--- src/rtl/punc_control_fsm_if.sv ---
// Control bus between the PUnC control FSM (master) and the PUnC datapath (slave).
// illegal_op exists only when PUNC_ILLEGAL_HALT_EN is defined.
interface punc_control_fsm_if;
   logic [15:0] ir_out;
   logic        nzp_match;
   logic        pc_ld;
   logic        pc_clr;
   logic        pc_inc;
   logic [1:0]  pc_sel;
   logic        ir_ld;
   logic        ir_clr;
   logic        dmem_rd;
   logic        dmem_wr;
   logic [1:0]  dmem_r_addr_sel;
   logic [1:0]  dmem_w_addr_sel;
   logic [1:0]  rf_w_data_sel;
   logic        rf_w_addr_sel;
   logic        rf_w_wr;
   logic        rf_rp_addr_sel;
   logic        rf_rp_rd;
   logic        rf_rq_rd;
   logic        temp_ld;
   logic        nzp_ld;
   logic        nzp_clr;
   logic [1:0]  alu_sel;
   logic        alu_in_a_sel;
   logic        halted;
`ifdef PUNC_ILLEGAL_HALT_EN
   logic        illegal_op;
`endif

   modport master (
      input  ir_out, nzp_match,
      output pc_ld, pc_clr, pc_inc, pc_sel, ir_ld, ir_clr,
      output dmem_rd, dmem_wr, dmem_r_addr_sel, dmem_w_addr_sel,
      output rf_w_data_sel, rf_w_addr_sel, rf_w_wr, rf_rp_addr_sel, rf_rp_rd, rf_rq_rd,
      output temp_ld, nzp_ld, nzp_clr, alu_sel, alu_in_a_sel, halted
`ifdef PUNC_ILLEGAL_HALT_EN
      , output illegal_op
`endif
   );

   modport slave (
      output ir_out, nzp_match,
      input  pc_ld, pc_clr, pc_inc, pc_sel, ir_ld, ir_clr,
      input  dmem_rd, dmem_wr, dmem_r_addr_sel, dmem_w_addr_sel,
      input  rf_w_data_sel, rf_w_addr_sel, rf_w_wr, rf_rp_addr_sel, rf_rp_rd, rf_rq_rd,
      input  temp_ld, nzp_ld, nzp_clr, alu_sel, alu_in_a_sel, halted
`ifdef PUNC_ILLEGAL_HALT_EN
      , input illegal_op
`endif
   );
endinterface

--- src/rtl/punc_control_fsm.sv ---
// PUnC LC3 control unit: fetch/decode/execute sequencer driving the datapath control bus.
// Optional macro PUNC_ILLEGAL_HALT_EN: opcodes 1000/1101 halt and raise illegal_op.
module punc_control_fsm #(
   parameter logic [3:0] HALT_OPCODE = 4'b1111,
   parameter int         STATE_W     = 3
) (
   input  logic                 clk,
   input  logic                 rst,
   punc_control_fsm_if.master   bus
);
   localparam logic [3:0] OP_BR  = 4'b0000, OP_ADD = 4'b0001, OP_LD  = 4'b0010, OP_ST  = 4'b0011,
                          OP_JSR = 4'b0100, OP_AND = 4'b0101, OP_LDR = 4'b0110, OP_STR = 4'b0111,
                          OP_NOT = 4'b1001, OP_LDI = 4'b1010, OP_STI = 4'b1011, OP_JMP = 4'b1100,
                          OP_LEA = 4'b1110;

   localparam logic [1:0] PC_Data_Sel_PC_8_0         = 2'd0;
   localparam logic [1:0] PC_Data_Sel_PC_10_0        = 2'd1;
   localparam logic [1:0] PC_Data_Sel_RF_Rq_Data     = 2'd2;
   localparam logic [1:0] DMem_R_Addr_Sel_PC         = 2'd0;
   localparam logic [1:0] DMem_R_Addr_Sel_PC_8_0     = 2'd1;
   localparam logic [1:0] DMem_R_Addr_Sel_RF_Rq_5_0  = 2'd2;
   localparam logic [1:0] DMem_R_Addr_Sel_RF_Rp_Data = 2'd3;
   localparam logic [1:0] DMem_W_Addr_Sel_PC_8_0     = 2'd0;
   localparam logic [1:0] DMem_W_Addr_Sel_RF_Rq_5_0  = 2'd1;
   localparam logic [1:0] DMem_W_Addr_Sel_Temp_Data  = 2'd2;
   localparam logic [1:0] RF_W_Data_Sel_ALU          = 2'd0;
   localparam logic [1:0] RF_W_Data_Sel_PC           = 2'd1;
   localparam logic [1:0] RF_W_Data_Sel_PC_8_0       = 2'd2;
   localparam logic [1:0] RF_W_Data_Sel_DMem_R       = 2'd3;
   localparam logic       RF_W_Addr_Sel_11_9         = 1'b0;
   localparam logic       RF_W_Addr_Sel_R7           = 1'b1;
   localparam logic       RF_Rp_Addr_Sel_2_0         = 1'b0;
   localparam logic       RF_Rp_Addr_Sel_11_9        = 1'b1;
   localparam logic [1:0] ALU_ADD                    = 2'd0;
   localparam logic [1:0] ALU_AND                    = 2'd1;
   localparam logic [1:0] ALU_NOT_B                  = 2'd2;
   localparam logic       ALU_In_A_Sel_Rp            = 1'b0;
   localparam logic       ALU_In_A_Sel_4_0           = 1'b1;

   typedef enum logic [STATE_W-1:0] {
      S_INIT   = STATE_W'(0),
      S_FETCH  = STATE_W'(1),
      S_DECODE = STATE_W'(2),
      S_EXEC   = STATE_W'(3),
      S_EXEC2  = STATE_W'(4),
      S_HALT   = STATE_W'(5)
   } state_t;

   state_t     r_state;
   logic [3:0] w_opcode;
   logic       w_illegal;
   logic       w_unused_ir;

   assign w_opcode    = bus.ir_out[15:12];
   assign w_unused_ir = ^{bus.ir_out[10:6], bus.ir_out[4:0]};

`ifdef PUNC_ILLEGAL_HALT_EN
   logic r_illegal_op;
   assign w_illegal      = (w_opcode == 4'b1000) || (w_opcode == 4'b1101);
   assign bus.illegal_op = r_illegal_op | (rst & (r_state == S_DECODE) & w_illegal);
`else
   assign w_illegal = 1'b0;
`endif

   always_ff @(posedge clk or negedge rst) begin
      if (!rst) begin
         r_state <= S_INIT;
`ifdef PUNC_ILLEGAL_HALT_EN
         r_illegal_op <= 1'b0;
`endif
      end else begin
         case (r_state)
            S_INIT:   r_state <= S_FETCH;
            S_FETCH:  r_state <= S_DECODE;
            S_DECODE: begin
               if (w_opcode == HALT_OPCODE || w_illegal) r_state <= S_HALT;
               else                                      r_state <= S_EXEC;
`ifdef PUNC_ILLEGAL_HALT_EN
               if (w_illegal) r_illegal_op <= 1'b1;
`endif
            end
            S_EXEC:   r_state <= (w_opcode == OP_LDI || w_opcode == OP_STI) ? S_EXEC2 : S_FETCH;
            S_EXEC2:  r_state <= S_FETCH;
            S_HALT:   r_state <= S_HALT;
            default:  r_state <= S_INIT;
         endcase
      end
   end

   // Outputs are gated by rst so nothing, not even the INIT clears, leaks out while reset is held.
   always_comb begin
      bus.pc_ld           = 1'b0;
      bus.pc_clr          = 1'b0;
      bus.pc_inc          = 1'b0;
      bus.pc_sel          = 2'd0;
      bus.ir_ld           = 1'b0;
      bus.ir_clr          = 1'b0;
      bus.dmem_rd         = 1'b0;
      bus.dmem_wr         = 1'b0;
      bus.dmem_r_addr_sel = 2'd0;
      bus.dmem_w_addr_sel = 2'd0;
      bus.rf_w_data_sel   = 2'd0;
      bus.rf_w_addr_sel   = 1'b0;
      bus.rf_w_wr         = 1'b0;
      bus.rf_rp_addr_sel  = 1'b0;
      bus.rf_rp_rd        = 1'b0;
      bus.rf_rq_rd        = 1'b0;
      bus.temp_ld         = 1'b0;
      bus.nzp_ld          = 1'b0;
      bus.nzp_clr         = 1'b0;
      bus.alu_sel         = 2'd0;
      bus.alu_in_a_sel    = 1'b0;
      bus.halted          = 1'b0;
      if (rst) begin
         case (r_state)
            S_INIT: begin
               bus.pc_clr  = 1'b1;
               bus.ir_clr  = 1'b1;
               bus.nzp_clr = 1'b1;
            end
            S_FETCH: begin
               bus.dmem_rd         = 1'b1;
               bus.dmem_r_addr_sel = DMem_R_Addr_Sel_PC;
               bus.ir_ld           = 1'b1;
               bus.pc_inc          = 1'b1;
            end
            S_EXEC, S_EXEC2: begin
               case (w_opcode)
                  OP_ADD, OP_AND: begin
                     bus.rf_rq_rd = 1'b1;
                     if (bus.ir_out[5]) begin
                        bus.alu_in_a_sel = ALU_In_A_Sel_4_0;
                     end else begin
                        bus.rf_rp_addr_sel = RF_Rp_Addr_Sel_2_0;
                        bus.rf_rp_rd       = 1'b1;
                        bus.alu_in_a_sel   = ALU_In_A_Sel_Rp;
                     end
                     bus.alu_sel       = (w_opcode == OP_AND) ? ALU_AND : ALU_ADD;
                     bus.rf_w_data_sel = RF_W_Data_Sel_ALU;
                     bus.rf_w_addr_sel = RF_W_Addr_Sel_11_9;
                     bus.rf_w_wr       = 1'b1;
                     bus.nzp_ld        = 1'b1;
                  end
                  OP_NOT: begin
                     bus.alu_sel       = ALU_NOT_B;
                     bus.rf_rq_rd      = 1'b1;
                     bus.rf_w_data_sel = RF_W_Data_Sel_ALU;
                     bus.rf_w_addr_sel = RF_W_Addr_Sel_11_9;
                     bus.rf_w_wr       = 1'b1;
                     bus.nzp_ld        = 1'b1;
                  end
                  OP_BR: begin
                     bus.pc_sel = PC_Data_Sel_PC_8_0;
                     bus.pc_ld  = bus.nzp_match;
                  end
                  OP_JMP: begin
                     bus.pc_sel   = PC_Data_Sel_RF_Rq_Data;
                     bus.rf_rq_rd = 1'b1;
                     bus.pc_ld    = 1'b1;
                  end
                  OP_JSR: begin
                     // R7 write and PC load share one edge, so JSRR R7 uses the old R7.
                     bus.rf_w_data_sel = RF_W_Data_Sel_PC;
                     bus.rf_w_addr_sel = RF_W_Addr_Sel_R7;
                     bus.rf_w_wr       = 1'b1;
                     bus.pc_ld         = 1'b1;
                     if (bus.ir_out[11]) begin
                        bus.pc_sel = PC_Data_Sel_PC_10_0;
                     end else begin
                        bus.pc_sel   = PC_Data_Sel_RF_Rq_Data;
                        bus.rf_rq_rd = 1'b1;
                     end
                  end
                  OP_LD, OP_LDR: begin
                     bus.dmem_rd         = 1'b1;
                     bus.dmem_r_addr_sel = (w_opcode == OP_LDR) ? DMem_R_Addr_Sel_RF_Rq_5_0
                                                                : DMem_R_Addr_Sel_PC_8_0;
                     bus.rf_rq_rd        = (w_opcode == OP_LDR);
                     bus.rf_w_data_sel   = RF_W_Data_Sel_DMem_R;
                     bus.rf_w_addr_sel   = RF_W_Addr_Sel_11_9;
                     bus.rf_w_wr         = 1'b1;
                     bus.nzp_ld          = 1'b1;
                  end
                  OP_LEA: begin
                     bus.rf_w_data_sel = RF_W_Data_Sel_PC_8_0;
                     bus.rf_w_addr_sel = RF_W_Addr_Sel_11_9;
                     bus.rf_w_wr       = 1'b1;
                     bus.nzp_ld        = 1'b1;
                  end
                  OP_ST, OP_STR: begin
                     bus.rf_rp_addr_sel  = RF_Rp_Addr_Sel_11_9;
                     bus.rf_rp_rd        = 1'b1;
                     bus.dmem_w_addr_sel = (w_opcode == OP_STR) ? DMem_W_Addr_Sel_RF_Rq_5_0
                                                                : DMem_W_Addr_Sel_PC_8_0;
                     bus.rf_rq_rd        = (w_opcode == OP_STR);
                     bus.dmem_wr         = 1'b1;
                  end
                  OP_LDI: begin
                     bus.dmem_rd       = 1'b1;
                     bus.rf_w_data_sel = RF_W_Data_Sel_DMem_R;
                     bus.rf_w_addr_sel = RF_W_Addr_Sel_11_9;
                     bus.rf_w_wr       = 1'b1;
                     if (r_state == S_EXEC) begin
                        bus.dmem_r_addr_sel = DMem_R_Addr_Sel_PC_8_0;
                     end else begin
                        // Rd holds the pointer fetched in the first execute cycle.
                        bus.rf_rp_addr_sel  = RF_Rp_Addr_Sel_11_9;
                        bus.rf_rp_rd        = 1'b1;
                        bus.dmem_r_addr_sel = DMem_R_Addr_Sel_RF_Rp_Data;
                        bus.nzp_ld          = 1'b1;
                     end
                  end
                  OP_STI: begin
                     if (r_state == S_EXEC) begin
                        bus.dmem_rd         = 1'b1;
                        bus.dmem_r_addr_sel = DMem_R_Addr_Sel_PC_8_0;
                        bus.temp_ld         = 1'b1;
                     end else begin
                        bus.dmem_w_addr_sel = DMem_W_Addr_Sel_Temp_Data;
                        bus.rf_rp_addr_sel  = RF_Rp_Addr_Sel_11_9;
                        bus.rf_rp_rd        = 1'b1;
                        bus.dmem_wr         = 1'b1;
                     end
                  end
                  default: ;
               endcase
            end
            S_HALT:  bus.halted = 1'b1;
            default: ;
         endcase
      end
   end
endmodule

--- src/flat_wrapper.sv ---
// flat-port wrapper written by rule: the top's interface ports become plain ports
module punc_control_fsm_flat 
#(
   parameter logic [3:0] HALT_OPCODE = 4'b1111,
   parameter int         STATE_W     = 3
)
  (clk, rst, bus_ir_out, bus_nzp_match, bus_pc_ld, bus_pc_clr, bus_pc_inc, bus_pc_sel, bus_ir_ld, bus_ir_clr, bus_dmem_rd, bus_dmem_wr, bus_dmem_r_addr_sel, bus_dmem_w_addr_sel, bus_rf_w_data_sel, bus_rf_w_addr_sel, bus_rf_w_wr, bus_rf_rp_addr_sel, bus_rf_rp_rd, bus_rf_rq_rd, bus_temp_ld, bus_nzp_ld, bus_nzp_clr, bus_alu_sel, bus_alu_in_a_sel, bus_halted);
  punc_control_fsm_if bus_i ();
  input  logic clk;
  input  logic rst;
  input wire logic [$bits(bus_i.ir_out)-1:0] bus_ir_out;
  input wire logic [$bits(bus_i.nzp_match)-1:0] bus_nzp_match;
  output wire logic [$bits(bus_i.pc_ld)-1:0] bus_pc_ld;
  output wire logic [$bits(bus_i.pc_clr)-1:0] bus_pc_clr;
  output wire logic [$bits(bus_i.pc_inc)-1:0] bus_pc_inc;
  output wire logic [$bits(bus_i.pc_sel)-1:0] bus_pc_sel;
  output wire logic [$bits(bus_i.ir_ld)-1:0] bus_ir_ld;
  output wire logic [$bits(bus_i.ir_clr)-1:0] bus_ir_clr;
  output wire logic [$bits(bus_i.dmem_rd)-1:0] bus_dmem_rd;
  output wire logic [$bits(bus_i.dmem_wr)-1:0] bus_dmem_wr;
  output wire logic [$bits(bus_i.dmem_r_addr_sel)-1:0] bus_dmem_r_addr_sel;
  output wire logic [$bits(bus_i.dmem_w_addr_sel)-1:0] bus_dmem_w_addr_sel;
  output wire logic [$bits(bus_i.rf_w_data_sel)-1:0] bus_rf_w_data_sel;
  output wire logic [$bits(bus_i.rf_w_addr_sel)-1:0] bus_rf_w_addr_sel;
  output wire logic [$bits(bus_i.rf_w_wr)-1:0] bus_rf_w_wr;
  output wire logic [$bits(bus_i.rf_rp_addr_sel)-1:0] bus_rf_rp_addr_sel;
  output wire logic [$bits(bus_i.rf_rp_rd)-1:0] bus_rf_rp_rd;
  output wire logic [$bits(bus_i.rf_rq_rd)-1:0] bus_rf_rq_rd;
  output wire logic [$bits(bus_i.temp_ld)-1:0] bus_temp_ld;
  output wire logic [$bits(bus_i.nzp_ld)-1:0] bus_nzp_ld;
  output wire logic [$bits(bus_i.nzp_clr)-1:0] bus_nzp_clr;
  output wire logic [$bits(bus_i.alu_sel)-1:0] bus_alu_sel;
  output wire logic [$bits(bus_i.alu_in_a_sel)-1:0] bus_alu_in_a_sel;
  output wire logic [$bits(bus_i.halted)-1:0] bus_halted;
  assign bus_i.ir_out = bus_ir_out;
  assign bus_i.nzp_match = bus_nzp_match;
  assign bus_pc_ld = bus_i.pc_ld;
  assign bus_pc_clr = bus_i.pc_clr;
  assign bus_pc_inc = bus_i.pc_inc;
  assign bus_pc_sel = bus_i.pc_sel;
  assign bus_ir_ld = bus_i.ir_ld;
  assign bus_ir_clr = bus_i.ir_clr;
  assign bus_dmem_rd = bus_i.dmem_rd;
  assign bus_dmem_wr = bus_i.dmem_wr;
  assign bus_dmem_r_addr_sel = bus_i.dmem_r_addr_sel;
  assign bus_dmem_w_addr_sel = bus_i.dmem_w_addr_sel;
  assign bus_rf_w_data_sel = bus_i.rf_w_data_sel;
  assign bus_rf_w_addr_sel = bus_i.rf_w_addr_sel;
  assign bus_rf_w_wr = bus_i.rf_w_wr;
  assign bus_rf_rp_addr_sel = bus_i.rf_rp_addr_sel;
  assign bus_rf_rp_rd = bus_i.rf_rp_rd;
  assign bus_rf_rq_rd = bus_i.rf_rq_rd;
  assign bus_temp_ld = bus_i.temp_ld;
  assign bus_nzp_ld = bus_i.nzp_ld;
  assign bus_nzp_clr = bus_i.nzp_clr;
  assign bus_alu_sel = bus_i.alu_sel;
  assign bus_alu_in_a_sel = bus_i.alu_in_a_sel;
  assign bus_halted = bus_i.halted;
  punc_control_fsm #(.HALT_OPCODE(HALT_OPCODE), .STATE_W(STATE_W)) u_core (.clk(clk), .rst(rst), .bus(bus_i));
endmodule
--- config.mk ---
export PLATFORM = sky130hd
export DESIGN_NAME = punc_control_fsm_flat
export DESIGN_NICKNAME = d
export VERILOG_FILES = /design/src/rtl/punc_control_fsm_if.sv /design/src/rtl/punc_control_fsm.sv /design/src/flat_wrapper.sv
export SDC_FILE = /design/constraint.sdc
export NUM_CORES = 1
export LEC_CHECK = 0
export CAP_MARGIN = 20
export CORE_MARGIN = 2
export CORE_UTILIZATION = 25
export DETAILED_ROUTE_END_ITERATION = 16
export PLACE_DENSITY_LB_ADDON = 0.25
export SYNTH_ARGS = -nofsm -noshare
export SYNTH_HDL_FRONTEND = slang
export SYNTH_SLANG_ARGS = --single-unit
export TNS_END_PERCENT = 30
--- constraint.sdc ---
create_clock -name clk -period 4.1 [get_ports clk]
set_clock_uncertainty 0.05 [all_clocks]
set_input_delay 0.82 -clock clk [delete_from_list [all_inputs] [get_ports clk]]
set_output_delay 0.82 -clock clk [all_outputs]
set_load 0.005 [all_outputs]
* After elaboration in Yosys (flattened, before gate mapping)
Index checks and enable logic that the tools add are counted.
Operators by class: eq/ne operators 18, reduce and logical (&&, ||, !) cells 14, multiplexer cells 69
Operator list (number):
- $mux W1 | 39
- $mux W2 | 14
- $eq A4 B4 Y1 const B | 6
- $eq A4 B3 Y1 const B | 4
- $pmux W3 S5 | 1
- $reduce_or A2 Y1 | 7
- $pmux W1 S2 | 6
- $pmux W2 S2 | 3
- $pmux W2 S3 | 2
- $eq A4 B2 Y1 const B | 2
- $reduce_or A8 Y1 | 1
- $eq A3 B2 Y1 const B | 2
- $eq A3 B3 Y1 const B | 2
- $mux W3 | 2
- $reduce_or A6 Y1 | 1
- $eq A4 B1 Y1 const B | 1
- $logic_not A4 Y1 | 1
- $pmux W1 S4 | 1
- $reduce_or A4 Y1 | 1
- $eq A3 B1 Y1 const B | 1
- $logic_not A3 Y1 | 1
- $pmux W1 S3 | 1
- $reduce_or A3 Y1 | 1
- $logic_or A1 B1 Y1 | 1
Word-level totals: input bits 19, bits in registers 3

* Depth between registers and ports, before layout
depth in word-level cells 5, mapped depth 5, depth with buffers taken out 3

* Worst setup path after synthesis
OpenSTA, ideal clock, no wires.
path type input port to output port, start input bus_ir_out[14], end output bus_pc_sel[0], arrival time 1.521 ns, slack 1.709 ns, data required time 3.230 ns, stages on the path 3, path through buf_2 nand2b_1 nor4b_1
Between the ends: word-level cells in the longest chain between the ends 4, elaborated cells between the ends (all ways) 5
RTL lines:
- from (decl) | RTL line flat_wrapper.sv:11 | input wire logic [$bits(bus_i.ir_out)-1:0] bus_ir_out;
- $eq A4 B3 Y1 or $eq A4 B4 Y1 (tied branches) | RTL line punc_control_fsm.sv:128 | case (w_opcode)
- $pmux W2 S2 * | RTL line punc_control_fsm.sv:128
- $mux W2 * | RTL line punc_control_fsm.sv:115 | case (r_state)
- $mux W2 * | RTL line punc_control_fsm.sv:114 | if (rst) begin
- to (decl) | RTL line flat_wrapper.sv:16 | output wire logic [$bits(bus_i.pc_sel)-1:0] bus_pc_sel;
Mark *: on every way between the ends. The rest lies on a longest branch, timed or not.

* Worst setup path in the final report
start input bus_ir_out[14], end output bus_rf_w_wr
Between the ends: word-level cells in the longest chain between the ends 5, elaborated cells between the ends (all ways) 12
RTL lines:
- $eq A4 B2 Y1, or another cell as far along | RTL line punc_control_fsm.sv:128
- $reduce_or A8 Y1 (no line) *
- $mux W1 * | RTL line punc_control_fsm.sv:128
- $mux W1 * | RTL line punc_control_fsm.sv:115
- $mux W1 * | RTL line punc_control_fsm.sv:114
- to (decl) | RTL line flat_wrapper.sv:25 | output wire logic [$bits(bus_i.rf_w_wr)-1:0] bus_rf_w_wr;
Marks and branches as above.

==> results.sh <==
export IMPL_std_cell_rows=19
export IMPL_postCtsSetupBuffers=0
export IMPL_antenna_found_initial=0
export IMPL_cts_hold_buf=0
export IMPL_setup_violations=0
export IMPL_slew_headroom_pct=60.0
export IMPL_dpl_hpwl_mm=1.47
export IMPL_finalInstanceArea_sq_mm=0.00105
export IMPL_die_width_um=56.7
export IMPL_netlist_instances=89
export IMPL_cts_tree="yes"
export IMPL_io_pin_count=46
export IMPL_ctsHtreeMaxLevel=1
export IMPL_syn_area_sq_um=694
export IMPL_synth_seq_cells=3
export IMPL_hold_depth=1
export IMPL_finalSetupTns_ns=0
export IMPL_async_flop_share_pct=100
export IMPL_drc=0
export IMPL_total_power_uw=345
export IMPL_rr_startpoint="u_core.r_state[2]"
export IMPL_clk_path_buf_depth=2
export IMPL_antennaDiodeCount=0
export IMPL_grtUsageTotal_pct=13.3
export IMPL_grt_pass1_wl_mm=3.56
export IMPL_hold_end="u_core.r_state[1]"
export IMPL_yosysWarningCount=0
export IMPL_synthDistinctLibCells=34
export IMPL_num_vias=757
export IMPL_synth_seq_area_share_pct=10.8
export IMPL_rsz0062_at_grt="false"
export IMPL_die_y_um=56.7
export IMPL_avgViaCountPerCell=4.98
export IMPL_syn_to_final_growth_pct=51.0
export IMPL_synth_edff_count=0
export IMPL_overflow=0
export IMPL_required_ns=3.23
export IMPL_syn_nets=108
export IMPL_leakage_uw=0.000355
export IMPL_min_from="u_core.r_state[2]"
export IMPL_synth_ff_type="dfrtp_1"
export IMPL_reg2reg_depth=3
export IMPL_crit_path_start_kind="primary input"
export IMPL_syn_area_per_cell_sq_um=7.80
export IMPL_post_route_period_util_pct=88.9
export IMPL_design_final_nets=141
export IMPL_r2r_slack_ns=2.92
export IMPL_wl_per_cell_um=12.9
export IMPL_min_period_ns=3.65
export IMPL_worstSkewPairLatency_ns=0.23
export IMPL_dpl_cell_area_sq_mm=0.00102
export IMPL_grt_pass1_vias=785
export IMPL_min_path_type="flip-flop to flip-flop"
export IMPL_clock_root_buffer="clkbuf_4"
export IMPL_ant_nets=0
export IMPL_criticalPathCategory="primary input to primary output"
export IMPL_r2r_end="u_core.r_state[2]"
export IMPL_cp_arrival_ns=2.78
export IMPL_slew_viol_final=0
export IMPL_die_area_sq_mm=0.00322
export IMPL_maxCapViolCount=0
export IMPL_gp_congestion=0.761
export IMPL_drt_iter0_drc=17
export IMPL_crit_fanout=13
export IMPL_cts_resized_gates=0
export IMPL_cts_buffers=3
export IMPL_status="complete, no violations"
export IMPL_worst_pin_slew_ns=0.598
export IMPL_initial_core_util_pct=25.9
export IMPL_layout_drive_gt1_share_pct=17.4
export IMPL_clock_sink_count=3
export IMPL_hold_viol_final=0
export IMPL_max_freq_mhz=274
export IMPL_crit_path_end_kind="primary output"
export IMPL_largest_register_ffs=3
export IMPL_drt_pass1_iter_count=4
export IMPL_routed_wl_mm=1.96
export IMPL_power_per_cell_area_mw_per_mm2=329
export IMPL_clk_pin_slew_ns=0.04
export IMPL_core_area_sq_mm=0.00269
export IMPL_io_buffers=35
export IMPL_peakVddDrop_v=0.000225
export IMPL_reg_top3="u_core.r_state (3)"
export IMPL_regMostFlops="u_core.r_state"
export IMPL_grt_max_degree=18
[area by class of cell]
cell class	count	area, sq um
fill	296	1640
tap	31	38.8
sequential	3	75.1
multi-input combinational	69	505
timing repair buffer	39	380
clock buffer	4	26.3
inverter	6	22.5
[Yosys cell counts, types with 2 or more instances]
library cell	instances	share of area (%)
buf_4	3	3.2
nor3_2	5	7.2
o21ai_0	8	5.8
buf_2	4	2.9
a21o_1	2	2.2
nand3_1	3	2.2
nand2b_1	5	4.5
buf_6	3	4.9
inv_1	6	3.2
nor2b_1	4	3.6
dfrtp_1	3	11
a21oi_1	9	6.5
nor3_1	2	1.4
nor4b_1	2	2.5
nand3b_1	2	2.2
nor2_1	2	1.1
nor4_1	4	3.6
nand2_1	6	3.2
[logic make-up after synthesis]
| group | Yosys count | synth area share (%) |
|---|---|---|
| DFF | 3 | 10.8 |
| and+or+nand+nor | 43 | 45.4 |
| buffers and inverters | 17 | 16.4 |
| AOI/OAI and AO/OA | 26 | 27.4 |
[worst max-delay path: stages]
cell,delay (ns)
clkdlybuf4s50_1,0.75
nand2b_1,0.30
a21o_1,0.24
a21oi_1,0.13
clkdlybuf4s50_1,0.52
[metrics by stage]
step | util, % | setup WS [ns] | instances | hold slack [ns]
2_1_floorplan | - | 1.71 | 89 | 0.474
4_1_cts | 39.0 | 0.443 | 152 | 0.587
6_report | 39.0 | 0.455 | 152 | 0.587
5_1_grt | 39.0 | 0.327 | 152 | 0.637
3_5_place_dp | 38.1 | 0.461 | 148 | 0.602
3_3_place_gp | 38.1 | 0.443 | 148 | 0.555
[power by group]
group,total [uW],internal [uW],switching (uW),leakage [uW]
logic,213,113,100,0.000303
clock network,52.7,36.5,16.1,0.0000150
registers,79.0,41.7,37.3,0.0000369
[routing by layer]
metal	wire length (um)	part of all wire [%]	vias to the layer above	global-route usage (%)
met2	869	44	33	22.3
li1	-	-	384	-
met4	0	0	0	0
met5	0	0	-	0
met1	934	48	340	17.5
met3	156	8.0	0	4.61
[placed cells by master, fill, tap and decap left out, drive strengths merged]
cell / instances
clkbuf: 4
and3b: 1
nand2b: 5
and4: 1
nor4b: 2
a21boi: 1
nor4: 5
o211ai: 1
and4bb: 1
o21a: 1
nand3b: 2
and2: 1
nor3b: 1
dfrtp: 3
a21o: 2
nor2: 2
nand2: 6
buf: 4
or3b: 1
clkdlybuf4s50: 35
o21ai: 9
a41oi: 1
nand3: 3
inv: 6
a21oi: 9
nor3: 8
a2111oi: 2
nor2b: 4
[worst max-delay path by stage]
stage / startpoint / to / slack, ns / cells past startpoint
global placement: bus_ir_out[14] / bus_pc_sel[0] / 0.44 / 4
floorplan: bus_ir_out[14] / bus_pc_sel[0] / 1.71 / 3
global route: rst / bus_nzp_clr / 0.33 / 4
detailed placement: bus_ir_out[14] / bus_rf_w_wr / 0.46 / 5
CTS: bus_ir_out[14] / bus_pc_sel[0] / 0.44 / 4
finish: bus_ir_out[14] / bus_rf_w_wr / 0.45 / 5
No activity file was read; power rests on OpenSTA's default activity.
